===== config.mk =====
export PLATFORM = sky130hd
export DESIGN_NAME = counter_delta_decoder
export DESIGN_NICKNAME = d
export VERILOG_FILES = /design/src/rtl/counter_delta_decoder.sv
export SDC_FILE = /design/constraint.sdc
export NUM_CORES = 1
export LEC_CHECK = 0
export CAP_MARGIN = 20
export CORE_MARGIN = 2
export CORE_UTILIZATION = 40
export CTS_BUF_LIST = sky130_fd_sc_hd__clkbuf_8
export CTS_CLUSTER_SIZE = 25
export DETAILED_ROUTE_END_ITERATION = 10
export PLACE_DENSITY = 0.64
export SLEW_MARGIN = 15
export SYNTH_ARGS = -nofsm -noshare
export SYNTH_HDL_FRONTEND = slang
export SYNTH_SLANG_ARGS = --single-unit

===== constraint.sdc =====
create_clock -name clk -period 4.8 [get_ports clk]
set_input_delay 0.48 -clock clk [delete_from_list [all_inputs] [get_ports clk]]
set_output_delay 0.48 -clock clk [all_outputs]
set_load 0.02 [all_outputs]

===== src/rtl/counter_delta_decoder.sv =====
// counter_delta_decoder: recovers per-sample increments from a sampled 8-bit free-running counter.
// Define DELTA_STALL_DET_EN to build the consecutive-zero-delta stall detector.
module counter_delta_decoder #(
   parameter int TOTAL_W     = 16,
   parameter int STALL_LIMIT = 4
) (
   input  logic               clk,
   input  logic               rst,
   input  logic [7:0]         counter_value,
   input  logic               in_valid,
   output logic               in_ready,
   input  logic [7:0]         max_delta,
   output logic [7:0]         delta_out,
   output logic               delta_valid,
   input  logic               delta_ready,
   output logic [TOTAL_W-1:0] total_out,
   output logic               err,
   output logic               stall,
   output logic               state_dbg
);

   typedef enum logic {
      EMPTY  = 1'b0,
      PRIMED = 1'b1
   } state_t;

   state_t     state_q;
   state_t     state_d;
   logic [7:0] ref_q;
   logic [7:0] delta_calc;
   logic       accept;
   logic       load_ref;
   logic       load_delta;

   // Handshake: a transfer happens on a posedge where valid && ready. A producer holds its
   // data stable while valid && !ready. Input side is ready whenever the output slot is
   // empty or being drained this cycle, and never during reset.
   assign in_ready   = !rst && (!delta_valid || delta_ready);
   assign accept     = in_valid && in_ready;
   assign delta_calc = counter_value - ref_q;
   assign state_dbg  = state_q;

   always_ff @(posedge clk) begin
      if (rst) begin
         state_q <= EMPTY;
      end else begin
         state_q <= state_d;
      end
   end

   always_comb begin
      state_d = state_q;
      if (accept) begin
         state_d = PRIMED;
      end
   end

   always_comb begin
      load_ref   = 1'b0;
      load_delta = 1'b0;
      case (state_q)
         EMPTY:   load_ref = accept;
         PRIMED: begin
            load_ref   = accept;
            load_delta = accept;
         end
         default: begin
            load_ref   = 1'b0;
            load_delta = 1'b0;
         end
      endcase
   end

   always_ff @(posedge clk) begin
      if (rst) begin
         ref_q       <= '0;
         delta_out   <= '0;
         delta_valid <= 1'b0;
         total_out   <= '0;
         err         <= 1'b0;
      end else begin
         if (load_ref) begin
            ref_q <= counter_value;
         end
         if (load_delta) begin
            // A new delta may replace one being delivered in the same cycle.
            delta_out   <= delta_calc;
            delta_valid <= 1'b1;
            total_out   <= total_out + TOTAL_W'(delta_calc);
            if (delta_calc > max_delta) begin
               err <= 1'b1;
            end
         end else if (delta_ready) begin
            delta_valid <= 1'b0;
         end
      end
   end

`ifdef DELTA_STALL_DET_EN
   logic [7:0] zero_cnt;

   always_ff @(posedge clk) begin
      if (rst) begin
         zero_cnt <= '0;
      end else if (load_delta) begin
         if (delta_calc != 8'd0) begin
            zero_cnt <= '0;
         end else if (zero_cnt != 8'hFF) begin
            zero_cnt <= zero_cnt + 8'd1;
         end
      end
   end

   assign stall = (zero_cnt >= 8'(STALL_LIMIT));
`else
   assign stall = 1'b0;
`endif

endmodule


# After elaboration in Yosys (flattened, before gate mapping)

Index checks and enable logic that the tools add are counted.
W data, S select, Z words.

Bitwise logic cells: 0
Multipliers: 0
Equality and inequality tests: 0
Reductions and logical operators: 7
Add/subtract/negate cells: 2
Mux-type cells: 3
Magnitude comparators: 1
Div/mod/pow operators: 0
Shifts and indexed selects: 0

Operators by type and width:

| cell                | number |
|---|---|
| $add A16 B8 Y16     | 1 |
| $gt A8 B8 Y1        | 1 |
| $sub A8 B8 Y8       | 1 |
| $mux W1             | 3 |
| $logic_and A1 B1 Y1 | 2 |
| $logic_not A1 Y1    | 2 |
| $reduce_and A2 Y1   | 1 |
| $reduce_bool A2 Y1  | 1 |
| $logic_or A1 B1 Y1  | 1 |

Memories: 0
Bits in latches: 0
RAM bits: 0
Flip-flop bits (word level): 35
Output and inout bits: 29
Memory bits (read-only): 0
Input port bits: 20

# Logic depth before layout (Yosys ltp)

Depth after elaboration: 6
Mapped depth: 14
Depth with buffers taken out: 14

# Worst setup path after synthesis

No wires, ideal clock.

Kind: in2reg
Start point: input port counter_value[0]
End point: register total_out[13]
Required time: 4.668 ns
Arrival: 3.020 ns
Slack: 1.648 ns
Setup time: 0.132 ns
Buffers on the path: 0
Cell stages on the path: 14
Cell sequence: inv_1 ha_1 inv_1 fa_1 a211oi_1 o21bai_1 a21oi_1 xnor2_1 ha_1 a221o_1 and2_1 a21oi_2 or4_1 a21oi_1

Word-level cells in the longest chain between the ends: 2

RTL lines:

| item                   | RTL line | source |
|---|---|---|
| start: declaration     | 9        | `input logic [7:0] counter_value,` |
| $sub A8 B8 Y8          | 40       | `assign delta_calc = counter_value - ref_q;` |
| via delta_calc[6]      | 30       | `logic [7:0] delta_calc;` |
| $add A16 B8 Y16        | 89       | `total_out <= total_out + TOTAL_W'(delta_calc);` |
| end signal: assignment | 89       |  |
| end: declaration       | 16       | `output logic [TOTAL_W-1:0] total_out,` |

The timed path passes the listed nets, and every way through them passes these cells.
A chain may end at the register's enable or synchronous reset.

# Final worst setup path

Ends and elaborated chain as after synthesis.

==> flow_metrics.env <==
export IMPL_sw_frac_of_total_pct=31.3
export IMPL_synth_seq_cells=35
export IMPL_portBuffers=47
export IMPL_maxSlewViolCount=0
export IMPL_hold_violations=0
export IMPL_p_comb_share_pct=31.4
export IMPL_synth_area_per_cell_um2=8.48
export IMPL_htree_levels=2
export IMPL_final_common_cell="clkdlybuf4s50_1"
export IMPL_die_y_um=77.4
export IMPL_post_cts_resized=0
export IMPL_min_delay_start="delta_out[4]"
export IMPL_yosys_warnings=0
export IMPL_vias=1876
export IMPL_power_density_nw_per_um2=302
export IMPL_synthesis_nets=300
export IMPL_rsz0062_at_grt="no"
export IMPL_rows=26
export IMPL_cp_max_fo=8
export IMPL_vdd_ir_drop_max_mv=0.138
export IMPL_clock_path_buffers=2
export IMPL_fin_crit_sh_pct=73.6
export IMPL_finalSetupViolations=0
export IMPL_hold_end="delta_out[4]"
export IMPL_relSlewSlack_pct=63.6
export IMPL_synth_edf_count=0
export IMPL_hp_class="reg2reg"
export IMPL_p_switching_mw=0.264
export IMPL_drive_above_1_share_pct=6.64
export IMPL_crit_type="in2reg"
export IMPL_drc=0
export IMPL_min_period_ps=3530
export IMPL_antenna_found_initial=0
export IMPL_p_int_mw=0.581
export IMPL_cap_violations=0
export IMPL_setup_tns_ps=0
export IMPL_cp_required_ps=4960
export IMPL_avgRoutedWirePerCell_um=13.0
export IMPL_antenna_left=0
export IMPL_cp_start_kind="input port"
export IMPL_drt_iter0_markers=56
export IMPL_fillCellCount=514
export IMPL_timing_rr_end="total_out[13]"
export IMPL_clockRootBuffer="clkbuf_8"
export IMPL_post_place_cells=363
export IMPL_totalWireLength_um=4810
export IMPL_worstMarginPinSlew_ps=545
export IMPL_post_cts_buffers=0
export IMPL_nNetsFinal=346
export IMPL_start_util_pct=41.9
export IMPL_dieArea_um2=5990
export IMPL_cts_made_buffers=5
export IMPL_async_flop_share_pct=0
export IMPL_cts_tree="built"
export IMPL_syn_instance_count=254
export IMPL_max_freq_mhz=283
export IMPL_viasPerCell=5.06
export IMPL_layoutNonFillerInstCount=371
export IMPL_hold_buffers=0
export IMPL_status="finished clean"
export IMPL_grt_pass1_wl_um=8270
export IMPL_r2r_slack_ps=1570
export IMPL_p_leak_nw=1.11
export IMPL_clk_pin_slew_ps=80
export IMPL_firstDrtPassIters=4
export IMPL_hpwl_um=3620
export IMPL_synth_area_um2=2150
export IMPL_endpoint_kind="flip-flop"
export IMPL_skew_ps=4.15
export IMPL_holdPathStages=2
export IMPL_cp_arrival_ps=3700
export IMPL_synth_cell_type_count=41
export IMPL_grt_pass1_vias=1802
export IMPL_core_um2=5140
export IMPL_r2r_start="ref_q[0]"
export IMPL_insertedDiodeCount=0
export IMPL_grt_max_degree=37
export IMPL_gp_congestion=0.838
export IMPL_gr_total_overflow=0
export IMPL_final_cell_mix="clkdlybuf4s50_1 (47), dfxtp_1 (35), nand2_1 (34), a21oi_1 (32), ha_1 (24)"
export IMPL_pwr_share_clk_pct=31.4
export IMPL_cts_sinks=35
export IMPL_clk_insertion_delay_late_ps=280
export IMPL_syn_to_final_growth_pct=29.8
export IMPL_grt_util_all_layers_pct=17.0
export IMPL_seqPwrFrac_pct=37.2
export IMPL_die_w_um=77.4
export IMPL_ys_flop_type="dfxtp_1"
export IMPL_ys_seq_area_share_pct=32.5
export IMPL_reg2regPathDepth=13
export IMPL_boundaryPins=49
export IMPL_whs_ps=454
-- cell type report --
type / count / area, um2 / share of cell area (%)
clock buffers: 5 / 68.8 / 2.46
repair buffers: 49 / 485 / 17.4
well taps: 70 / 87.6 / 3.13
clock inverters: 3 / 43.8 / 1.57
flip-flops and latches: 35 / 701 / 25.1
multi-input cells: 190 / 1340 / 47.9
inverters: 19 / 71.3 / 2.55
-- critical path: stages --
cell and delay, ps:
clkdlybuf4s50_1 390, inv_1 70, ha_1 150, inv_1 50, fa_1 410, a211oi_1 260, o21bai_1 110, a21oi_1 180
xnor2_1 220, ha_1 330, a221o_1 350, and2_1 190, a21oi_2 290, or4_1 160, a21oi_1 60
-- sequential cells by signal (all words and copies together), names as in the netlist --
signal,cells
total_out,16
delta_out,8
ref_q,8
delta_valid,1
err,1
state_dbg,1
-- cells by family after synthesis --
kind of cell / Yosys count / synth area share (%)
AOI/OAI and AO/OA: 73 / 22.0
and+or+nand+nor: 73 / 16.7
DFF: 35 / 32.5
buffers and inverters: 29 / 5.35
adders and majority gates: 26 / 15.8
xor gates and xnor gates: 13 / 5.29
muxes: 4 / 2.09
other: 1 / 0.174
-- how the worst max path moves through the flow --
stage                     start       endpoint  slack (ps)  cells past startpoint
6_report       counter_value[0]  total_out[13]        1270                     15
5_1_grt        counter_value[0]  total_out[11]        1030                     15
4_1_cts        counter_value[0]  total_out[13]        1270                     15
3_5_place_dp   counter_value[0]  total_out[13]         960                     15
3_3_place_gp   counter_value[0]  total_out[15]        1040                     15
2_1_floorplan  counter_value[0]  total_out[13]        1650                     14
-- routing by layer --
metal	part of all wire, %	wire [um]	global-route usage (%)
met1	50	2390	22.5
met5	0	0	0
met2	43	2090	27.1
met4	1.5	74	5.36
met3	5.3	257	4.30
-- cell usage after synthesis (3+ instances only) --
master / n / share of area (%)
inv_1: 19 / 3.3
a21o_1: 3 / 1.0
o21ai_0: 8 / 1.9
o31ai_1: 10 / 3.5
dfxtp_1: 35 / 33
a211oi_1: 6 / 2.1
xor2_1: 3 / 1.2
or4_1: 4 / 1.4
or3_1: 3 / 0.87
o211ai_1: 3 / 1.0
nand2b_1: 5 / 1.5
ha_1: 24 / 14
nor2_1: 8 / 1.4
nand3_1: 4 / 0.93
clkbuf_1: 5 / 0.87
a21oi_1: 32 / 7.4
xnor2_1: 10 / 4.1
nand2_1: 34 / 5.9
and3_1: 3 / 0.87
nor2b_1: 5 / 1.5
-- per-stage QoR --
| stage | setup slack [ps] | cell area (um2) | power, mW | util (%) |
|---|---|---|---|---|
| global route | 1030 | 2800 | 0.907 | 54.4 |
| detailed placement | 965 | 2680 | 0.588 | 52.2 |
| finish | 1270 | 2800 | 0.845 | 54.4 |
| floorplan | 1650 | 2150 | 0.509 | - |
| CTS | 1270 | 2800 | 0.855 | 54.4 |
| global placement | 1040 | 2680 | 0.583 | 52.2 |
-- power groups by stage --
stage / sequential, mW / clock, mW / combinational (mW)
after detailed placement: 0.321 / 0 / 0.266
after global placement: 0.321 / 0 / 0.262
after floorplan: 0.332 / 0 / 0.176
final: 0.315 / 0.265 / 0.265
after CTS: 0.315 / 0.272 / 0.268
after global routing: 0.317 / 0.291 / 0.298
Power figures use the tool's default switching activity.
